[src/rtl/pipe_ctrl_pkg.sv]
// Shared types and constants for the decode-stage hazard/flow controller.
package pipe_ctrl_pkg;

  typedef enum logic [1:0] {
    ST_RUN   = 2'd0,
    ST_DIV   = 2'd1,
    ST_FLUSH = 2'd2,
    ST_HALT  = 2'd3
  } state_e;

  localparam logic        HOLD_ENABLE  = 1'b1;
  localparam logic        HOLD_DISABLE = 1'b0;
  localparam logic        FLUSH_ENABLE = 1'b1;
  localparam logic [31:0] ZERO_WORD    = 32'h0;
  localparam logic [4:0]  ZERO_REG     = 5'h0;

  // Per-stage hold/flush bundle driven by the controller.
  typedef struct packed {
    logic hold_pc;
    logic hold_if_id;
    logic hold_id_ex;
    logic flush_if_id;
    logic flush_id_ex;
  } ctrl_t;

endpackage

[src/rtl/pipe_ctrl_hazard_detect.sv]
// Load-use hazard: the load in EX writes a register that ID is about to read.
module pipe_ctrl_hazard_detect
  import pipe_ctrl_pkg::*;
(
  input  logic       load,
  input  logic [4:0] rd,
  input  logic [4:0] rs1,
  input  logic [4:0] rs2,
  output logic       hazard
);

  // x0 is never a real dependency, so a zero destination never stalls.
  assign hazard = load && (rd != ZERO_REG) && ((rd == rs1) || (rd == rs2));

endmodule

[src/rtl/pipe_ctrl.sv]
// Hazard/flow controller around decode: redirect, load-use bubble, divider
// occupancy and external halt, plus a saturating stall-cycle counter.
module pipe_ctrl
  import pipe_ctrl_pkg::*;
#(
  parameter int unsigned FLUSH_CYCLES = 2,
  parameter int unsigned CNT_W        = 32
) (
  input  logic             clk,
  input  logic             rst,
  input  logic             ex_jump_flag_i,
  input  logic [31:0]      ex_jump_addr_i,
  input  logic [4:0]       id_reg1_addr_i,
  input  logic [4:0]       id_reg2_addr_i,
  input  logic             ex_load_i,
  input  logic [4:0]       ex_regw_addr_i,
  input  logic             ex_div_start_i,
  input  logic             div_ready_i,
  input  logic             bus_hold_i,
  output logic             hold_pc_o,
  output logic             hold_if_id_o,
  output logic             hold_id_ex_o,
  output logic             flush_if_id_o,
  output logic             flush_id_ex_o,
  output logic             jump_flag_o,
  output logic [31:0]      jump_addr_o,
  output logic [1:0]       state_o,
  output logic [CNT_W-1:0] stall_cnt_o
);

  localparam logic [1:0] FLUSH_LOAD = 2'(FLUSH_CYCLES - 1);

  state_e            state_q, state_d;
  logic [1:0]        flush_cnt_q, flush_cnt_d;
  logic [CNT_W-1:0]  stall_cnt_q;
  logic              load_use;
  ctrl_t             ctrl;
  logic              jump_flag;
  logic [31:0]       jump_addr;

  pipe_ctrl_hazard_detect u_hazard (
    .load   (ex_load_i),
    .rd     (ex_regw_addr_i),
    .rs1    (id_reg1_addr_i),
    .rs2    (id_reg2_addr_i),
    .hazard (load_use)
  );

  always_comb begin
    // NOTE: every signal gets a default first so no path leaves it unassigned (no latch).
    ctrl        = '0;
    jump_flag   = 1'b0;
    jump_addr   = ZERO_WORD;
    state_d     = state_q;
    flush_cnt_d = flush_cnt_q;

    unique case (state_q)
      ST_RUN: begin
        if (ex_jump_flag_i) begin
          jump_flag        = 1'b1;
          jump_addr        = ex_jump_addr_i;
          ctrl.flush_if_id = FLUSH_ENABLE;
          ctrl.flush_id_ex = FLUSH_ENABLE;
          if (FLUSH_CYCLES > 1) begin
            state_d     = ST_FLUSH;
            flush_cnt_d = FLUSH_LOAD;
          end
        end else if (ex_div_start_i || bus_hold_i) begin
          ctrl.hold_pc    = HOLD_ENABLE;
          ctrl.hold_if_id = HOLD_ENABLE;
          ctrl.hold_id_ex = HOLD_ENABLE;
          state_d         = ex_div_start_i ? ST_DIV : ST_HALT;
        end else if (load_use) begin
          // One bubble suffices: the load has left EX by the next cycle.
          ctrl.hold_pc     = HOLD_ENABLE;
          ctrl.hold_if_id  = HOLD_ENABLE;
          ctrl.flush_id_ex = FLUSH_ENABLE;
        end
      end

      ST_DIV: begin
        if (div_ready_i) begin
          state_d = ST_RUN;
        end else begin
          ctrl.hold_pc    = HOLD_ENABLE;
          ctrl.hold_if_id = HOLD_ENABLE;
          ctrl.hold_id_ex = HOLD_ENABLE;
        end
      end

      ST_FLUSH: begin
        ctrl.flush_if_id = FLUSH_ENABLE;
        if (ex_jump_flag_i) begin
          // Latest redirect wins and restarts the flush window.
          jump_flag        = 1'b1;
          jump_addr        = ex_jump_addr_i;
          ctrl.flush_id_ex = FLUSH_ENABLE;
          flush_cnt_d      = FLUSH_LOAD;
        end else if (flush_cnt_q <= 2'd1) begin
          flush_cnt_d = 2'd0;
          state_d     = ST_RUN;
        end else begin
          flush_cnt_d = flush_cnt_q - 2'd1;
        end
      end

      ST_HALT: begin
        if (bus_hold_i) begin
          ctrl.hold_pc    = HOLD_ENABLE;
          ctrl.hold_if_id = HOLD_ENABLE;
          ctrl.hold_id_ex = HOLD_ENABLE;
        end else begin
          state_d = ST_RUN;
        end
      end

      default: state_d = ST_RUN;
    endcase

    ctrl.hold_if_id = ctrl.hold_if_id & ~ctrl.flush_if_id;
    ctrl.hold_id_ex = ctrl.hold_id_ex & ~ctrl.flush_id_ex;

    // Nothing is requested of the pipeline while reset is applied.
    if (!rst) begin
      ctrl      = '0;
      jump_flag = 1'b0;
      jump_addr = ZERO_WORD;
    end
  end

  always_ff @(posedge clk) begin
    // NOTE: sequential state uses non-blocking assignments so all registers update together.
    if (!rst) begin
      state_q     <= ST_RUN;
      flush_cnt_q <= 2'd0;
      stall_cnt_q <= '0;
    end else begin
      state_q     <= state_d;
      flush_cnt_q <= flush_cnt_d;
      if (ctrl.hold_pc && (stall_cnt_q != '1)) begin
        stall_cnt_q <= stall_cnt_q + 1'b1;
      end
    end
  end

  assign hold_pc_o     = ctrl.hold_pc;
  assign hold_if_id_o  = ctrl.hold_if_id;
  assign hold_id_ex_o  = ctrl.hold_id_ex;
  assign flush_if_id_o = ctrl.flush_if_id;
  assign flush_id_ex_o = ctrl.flush_id_ex;
  assign jump_flag_o   = jump_flag;
  assign jump_addr_o   = jump_addr;
  assign state_o       = state_q;
  assign stall_cnt_o   = stall_cnt_q;

endmodule

[config.mk]
export PLATFORM = sky130hd
export DESIGN_NAME = pipe_ctrl
export DESIGN_NICKNAME = d
export VERILOG_FILES = /design/src/rtl/pipe_ctrl_pkg.sv /design/src/rtl/pipe_ctrl_hazard_detect.sv /design/src/rtl/pipe_ctrl.sv
export SDC_FILE = /design/constraint.sdc
export NUM_CORES = 1
export LEC_CHECK = 0
export CAP_MARGIN = 0
export CORE_UTILIZATION = 40
export DETAILED_ROUTE_END_ITERATION = 8
export GPL_TIMING_DRIVEN = 0
export PLACE_DENSITY = 0.81
export SETUP_SLACK_MARGIN = 0.1
export SYNTH_ARGS = -nofsm -noshare
export SYNTH_HDL_FRONTEND = slang
export SYNTH_SLANG_ARGS = --single-unit
[constraint.sdc]
create_clock -name clk -period 3.9 [get_ports clk]
set_input_delay 1.17 -clock clk [delete_from_list [all_inputs] [get_ports clk]]
set_output_delay 1.17 -clock clk [all_outputs]
set_load 0.05 [all_outputs]
======== Word-level counts from Yosys, hierarchy flattened ========
Index checks and enable logic that the tools add are counted.
word-level totals
  memories kept ........................... 0
  input bits .............................. 54
  register bits after elaboration ......... 36
  latch bits .............................. 0
  ROM bits ................................ 0
  bits in writable memories ............... 0
  word-level logic and storage cells ...... 63
operators by class
  multipliers ............................. 0
  equal/unequal tests ..................... 12
  order comparisons ....................... 1
  shift operators ......................... 0
  reductions and logical operators ........ 11
  muxes and demuxes ....................... 30
  div/mod/pow operators ................... 0
  $add $sub $neg .......................... 2
  bitwise gates (word level) .............. 4
operators with widths
  cell                                                                   number
  32-bit 2-to-1 mux                                                      3
  32-bit by 1-bit adder with 32-bit output, second input constant        1
  32-bit inequality test, second input constant                          1
  2-bit 2-to-1 mux                                                       12
  5-bit == test                                                          2
  2-bit inequality test, second input constant                           5
  3-bit 2-to-1 mux                                                       3
  3-bit case mux with 3 select lines                                     1
  2-bit case mux with 2 select lines                                     2
  2-bit case mux with 4 select lines                                     1
  1-bit 2-to-1 mux                                                       7
  5-bit 2-to-1 mux                                                       1
  5-bit AND reduction                                                    1
  5-bit nonzero test                                                     1
  2-bit == test, second input constant                                   2
  1-bit logical AND                                                      3
  3-bit inequality test, second input constant                           1
  1-bit bitwise AND                                                      2
  2-bit by 1-bit == test with 1-bit output, second input constant        1
  2-bit by 1-bit <= comparator with 1-bit output, second input constant  1
  2-bit zero test                                                        1
  1-bit logical OR                                                       2
  1-bit inverter                                                         2
  2-bit AND reduction                                                    1
  other kinds (3)                                                        3

======== Depth between registers and ports, before layout ========
  depth after elaboration ................. 11
  gate-level depth with buffers ........... 9
  mapped depth without buffers ............ 7

======== Hierarchy ========
Synthesis repeated with hierarchy kept, for this count alone.
second synthesis, totals
  cells, all modules ...................... 277
  area, all modules ....................... 2273.4 sq um
by module, submodules not included
  module                   area an instance (sq um)  cells an instance  times used
  pipe_ctrl                2148.3                    260                1
  pipe_ctrl_hazard_detect  125.1                     17                 1

======== Worst setup path before layout ========
OpenSTA, ideal clock, no wires.
  path type ............................... input port to output port
  start point ............................. input port ex_regw_addr_i[4]
  end point ............................... output port flush_id_ex_o
  data arrival time ....................... 2.935 ns
  buffers on the path ..................... 0
  stages .................................. 6
  required time ........................... 2.730 ns
  path slack .............................. -0.205 ns
  cell sequence ........................... xnor2_1 > nand3_1 > o22ai_1 > o311ai_0 > or3_1 > a21oi_1
on the way
  word-level cells in the longest chain between the ends .. 8
  elaborated cells between the ends (all ways) .. 11
RTL lines
  item                                                   line                           RTL
  from (decl)                                            pipe_ctrl.sv:16                input logic [4:0] ex_regw_addr_i,
  5-bit == test or 5-bit nonzero test (tied branches)    pipe_ctrl_hazard_detect.sv:13  assign hazard = load && (rd != ZERO_REG) && ((rd == rs1) || (rd == rs2));
  1-bit logical OR or 1-bit logical AND (tied branches)  pipe_ctrl_hazard_detect.sv:13
  1-bit logical AND *                                    pipe_ctrl_hazard_detect.sv:13
  1-bit 2-to-1 mux *                                     pipe_ctrl.sv:73                end else if (load_use) begin
  1-bit 2-to-1 mux *                                     pipe_ctrl.sv:68                end else if (ex_div_start_i || bus_hold_i) begin
  1-bit 2-to-1 mux *                                     pipe_ctrl.sv:59                if (ex_jump_flag_i) begin
  2-bit case mux with 2 select lines *                   pipe_ctrl.sv:57                unique case (state_q)
  5-bit 2-to-1 mux *                                     pipe_ctrl.sv:124               if (!rst) begin
  to (decl)                                              pipe_ctrl.sv:24                output logic flush_id_ex_o,
Mark *: on every way between the ends. The rest lies on a longest branch, timed or not.

======== Worst setup path after layout ========
  start point ............................. input port id_reg2_addr_i[2]
  end point ............................... output port flush_id_ex_o
on the way
  word-level cells in the longest chain between the ends .. 8
RTL lines
  item                                line                           RTL
  from (decl)                         pipe_ctrl.sv:14                input logic [4:0] id_reg2_addr_i,
  5-bit == test                       pipe_ctrl_hazard_detect.sv:13
  1-bit logical OR                    pipe_ctrl_hazard_detect.sv:13
  1-bit logical AND                   pipe_ctrl_hazard_detect.sv:13
  1-bit 2-to-1 mux                    pipe_ctrl.sv:73
  1-bit 2-to-1 mux                    pipe_ctrl.sv:68
  1-bit 2-to-1 mux                    pipe_ctrl.sv:59
  2-bit case mux with 2 select lines  pipe_ctrl.sv:57
  5-bit 2-to-1 mux                    pipe_ctrl.sv:124
No other way between the ends.

==> results_dict.tcl <==
set metrics [dict create \
    fin_area_mm2 0.003931 \
    p_int_mw 0.6199 \
    path_buf_inv 2 \
    drt_iter0_drc 178 \
    die_w_um 79.30 \
    power_switching_share_pct 31.97 \
    synth_edf_count 0 \
    cts_tree "done" \
    num-fill-cells 465 \
    switchingPower_mw 0.2914 \
    power.leakage_nw 1.461 \
    grt_pass1_vias 2556 \
    antenna_cells 0 \
    clkTransAtPathRegs_ns 0.07 \
    status "completed" \
    tightest_slew_ns 0.6268 \
    antenna_found_initial 0 \
    critPathArrivalTime_ns 2.68 \
    portBuffers 125 \
    grt_max_degree 19 \
    cp_cell_sequence "clkdlybuf4s15_1 -> xnor2_2 -> nand3_2 -> o22ai_4 -> o311ai_2 -> or3_1 -> a21oi_2 -> buf_6" \
    cp_top_family "compound AO/OA/AOI/OAI gates" \
    core_mm2 0.005642 \
    r2r_start "state_o[0]" \
    yosys_warnings 0 \
    whs_ns 0.4672 \
    timing.slew.headroom_pct 58.06 \
    netlist_instances 298 \
    firstDrtPassIters 5 \
    nets 493 \
    ys_types 48 \
    crit_path_start_kind "primary input" \
    avgViaCountPerCell 5.536 \
    cp.required_ns 2.73 \
    synth_area_leaders "dfxtp_1 (30%), and2_1 (9.7%), o31ai_1 (6.6%)" \
    place_area_mm2 0.003737 \
    grt_pass1_wl_um 13030 \
    yosys.area.top_type "dfxtp_1" \
    synth_top_area_share_pct 30.16 \
    core.rowCount 27 \
    ant_nets 0 \
    synth_seq_cells 36 \
    setup_viol 0 \
    clock_skew_ns 0.004351 \
    cap_violations 0 \
    fin_crit_ns 3.847 \
    clock_sinks 36 \
    slowest_stage "or3_1" \
    vias 2829 \
    synth-seq-area-share_pct 30.16 \
    place_congestion 0.7911 \
    rsz0062_at_grt "true" \
    path_class "in -> out" \
    final_cell_mix "clkdlybuf4s50_1 (67), and2_1 (37), dfxtp_1 (36), a21oi_1 (27), nand2_1 (25)" \
    finalMaxSlewViolations 0 \
    avgRoutedWirePerCell_um 16.59 \
    layout-drive-gt1-share_pct 21.87 \
    synth_fp_nets 353 \
    cts_made_buffers 5 \
    seqPwrFrac_pct 41.1 \
    synthArstFlopShare_pct 0 \
    grt.overflow.total 0 \
    htree_levels 2 \
    die-area_mm2 0.006288 \
    ir_drop_mv 0.1690 \
    synth_area_mm2 0.002390 \
    routed_wl_um 8475 \
    hold_violations 0 \
    fin_setup_tns_ns 0 \
    clockBufferDepth 2 \
    grt_use_total_pct 26.80 \
    end_kind "primary output" \
    drcViolationCount 0 \
    min_from "flush_cnt_q[1]" \
    synth_top_flop_cell "dfxtp_1" \
    final_common_cell "clkdlybuf4s50_1" \
    max_freq_mhz 259.9 \
    clkPwrFrac_pct 30.4 \
    combPwrFrac_pct 28.6 \
    fin_crit_sh_pct 98.65 \
    power_mw 0.9113 \
    cp_slowest_stage_delay_ns 0.34 \
    avgSynthCellArea_um2 8.019 \
    die_h_um 79.30 \
    dp_hpwl_um 6192 \
    cp_max_fo 2 \
    initial_utilization_pct 42.36 \
    cts_root_buf "clkbuf_8" \
    hold_class "reg -> reg" \
    pin_count 126 \
    clock_latency_ns 0.29 \
    startpoint "id_reg2_addr_i[2]" \
    power.density_mw_per_mm2 231.8 \
    syn2layout_area_growth_pct 64.50 \
]
worst paths after layout:
| path | to | cells past startpoint | slack (ns) |
|---|---|---|---|
| hold reg to reg | flush_cnt_q[1] | 1 | 0.47 |
| hold / removal | flush_cnt_q[1] | 1 | 0.47 |
| setup / recovery | flush_id_ex_o | 8 | 0.05 |
| setup reg to reg | stall_cnt_o[19] | 8 | 1.49 |
cells in the mapped netlist, drive strengths merged (2+ instances only):
master and count:
and4 5, nor3 3, inv 7, nor3b 3
nor4 3, nor2 7, a21oi 28, o21ai 7
mux2i 7, nand3 12, o311ai 2, clkbuf 8
and3 7, o31ai 21, nand2 28, dfxtp 36
nand4 11, xnor2 10, o41ai 2, or3 4
nand2b 5, nor4b 2, or4 21, and2 37
buf 9
kinds of logic after synthesis:
logic type               after synthesis  share of synthesized area [%]
adder cells (fa/ha/maj)                1                         0.5235
flip-flops                            36                          30.16
AO/OA/AOI/OAI                         67                          18.12
AND/OR/NAND/NOR                      152                          39.69
XOR/XNOR                              10                          3.665
buffers and inverters                 25                          4.921
multiplexers                           7                          2.932
cell type report:
cell class,instances,area (um^2),share of cell area (%)
plain buffers,16,98.84,2.514
clock buffers,8,90.09,2.292
inverters,8,33.78,0.8593
multi-input cells,237,1673,42.55
flip-flops and latches,36,720.7,18.33
well taps,72,90.09,2.292
repair buffers,134,1225,31.16
stage by stage:
step,utilization (%),setup WS [ns],cells
floorplan,-,0.08024,298
CTS,69.71,0.05018,509
global route,69.68,-0.01259,511
finish,69.68,0.05252,511
global placement,66.25,-1.205,495
detailed placement,66.25,-1.204,495
state kept, by name, indices dropped and copies added (netlist names):
register and count:
flush_cnt_q 2, stall_cnt_o 32, state_o 2
repair_timing:
action | in CTS | in global routing
hold buffers | 0 | 0
buffers inserted | 7 | 2
gates resized for setup | 206 | 19
setup endpoints to repair | 38 | 29
pin swaps | 21 | 16
layer usage:
layer / vias up / GRT usage (%) / part of all wire (%)
li1: 1396 / - / -
met1: 1324 / 36.36 / 44
met2: 98 / 43.10 / 50
met3: 11 / 4.943 / 4.6
met4: 0 / 7.455 / 1.4
met5: - / 0 / 0
power groups by stage:
| stage | registers (mW) | logic (mW) | clock network (mW) |
|---|---|---|---|
| floorplan | 0.390 | 0.126 | 0 |
| global placement | 0.383 | 0.246 | 0 |
| detailed placement | 0.383 | 0.248 | 0 |
| CTS | 0.374 | 0.255 | 0.280 |
| global route | 0.374 | 0.274 | 0.297 |
| finish | 0.374 | 0.260 | 0.277 |
No activity file was read; power rests on OpenSTA's default activity.
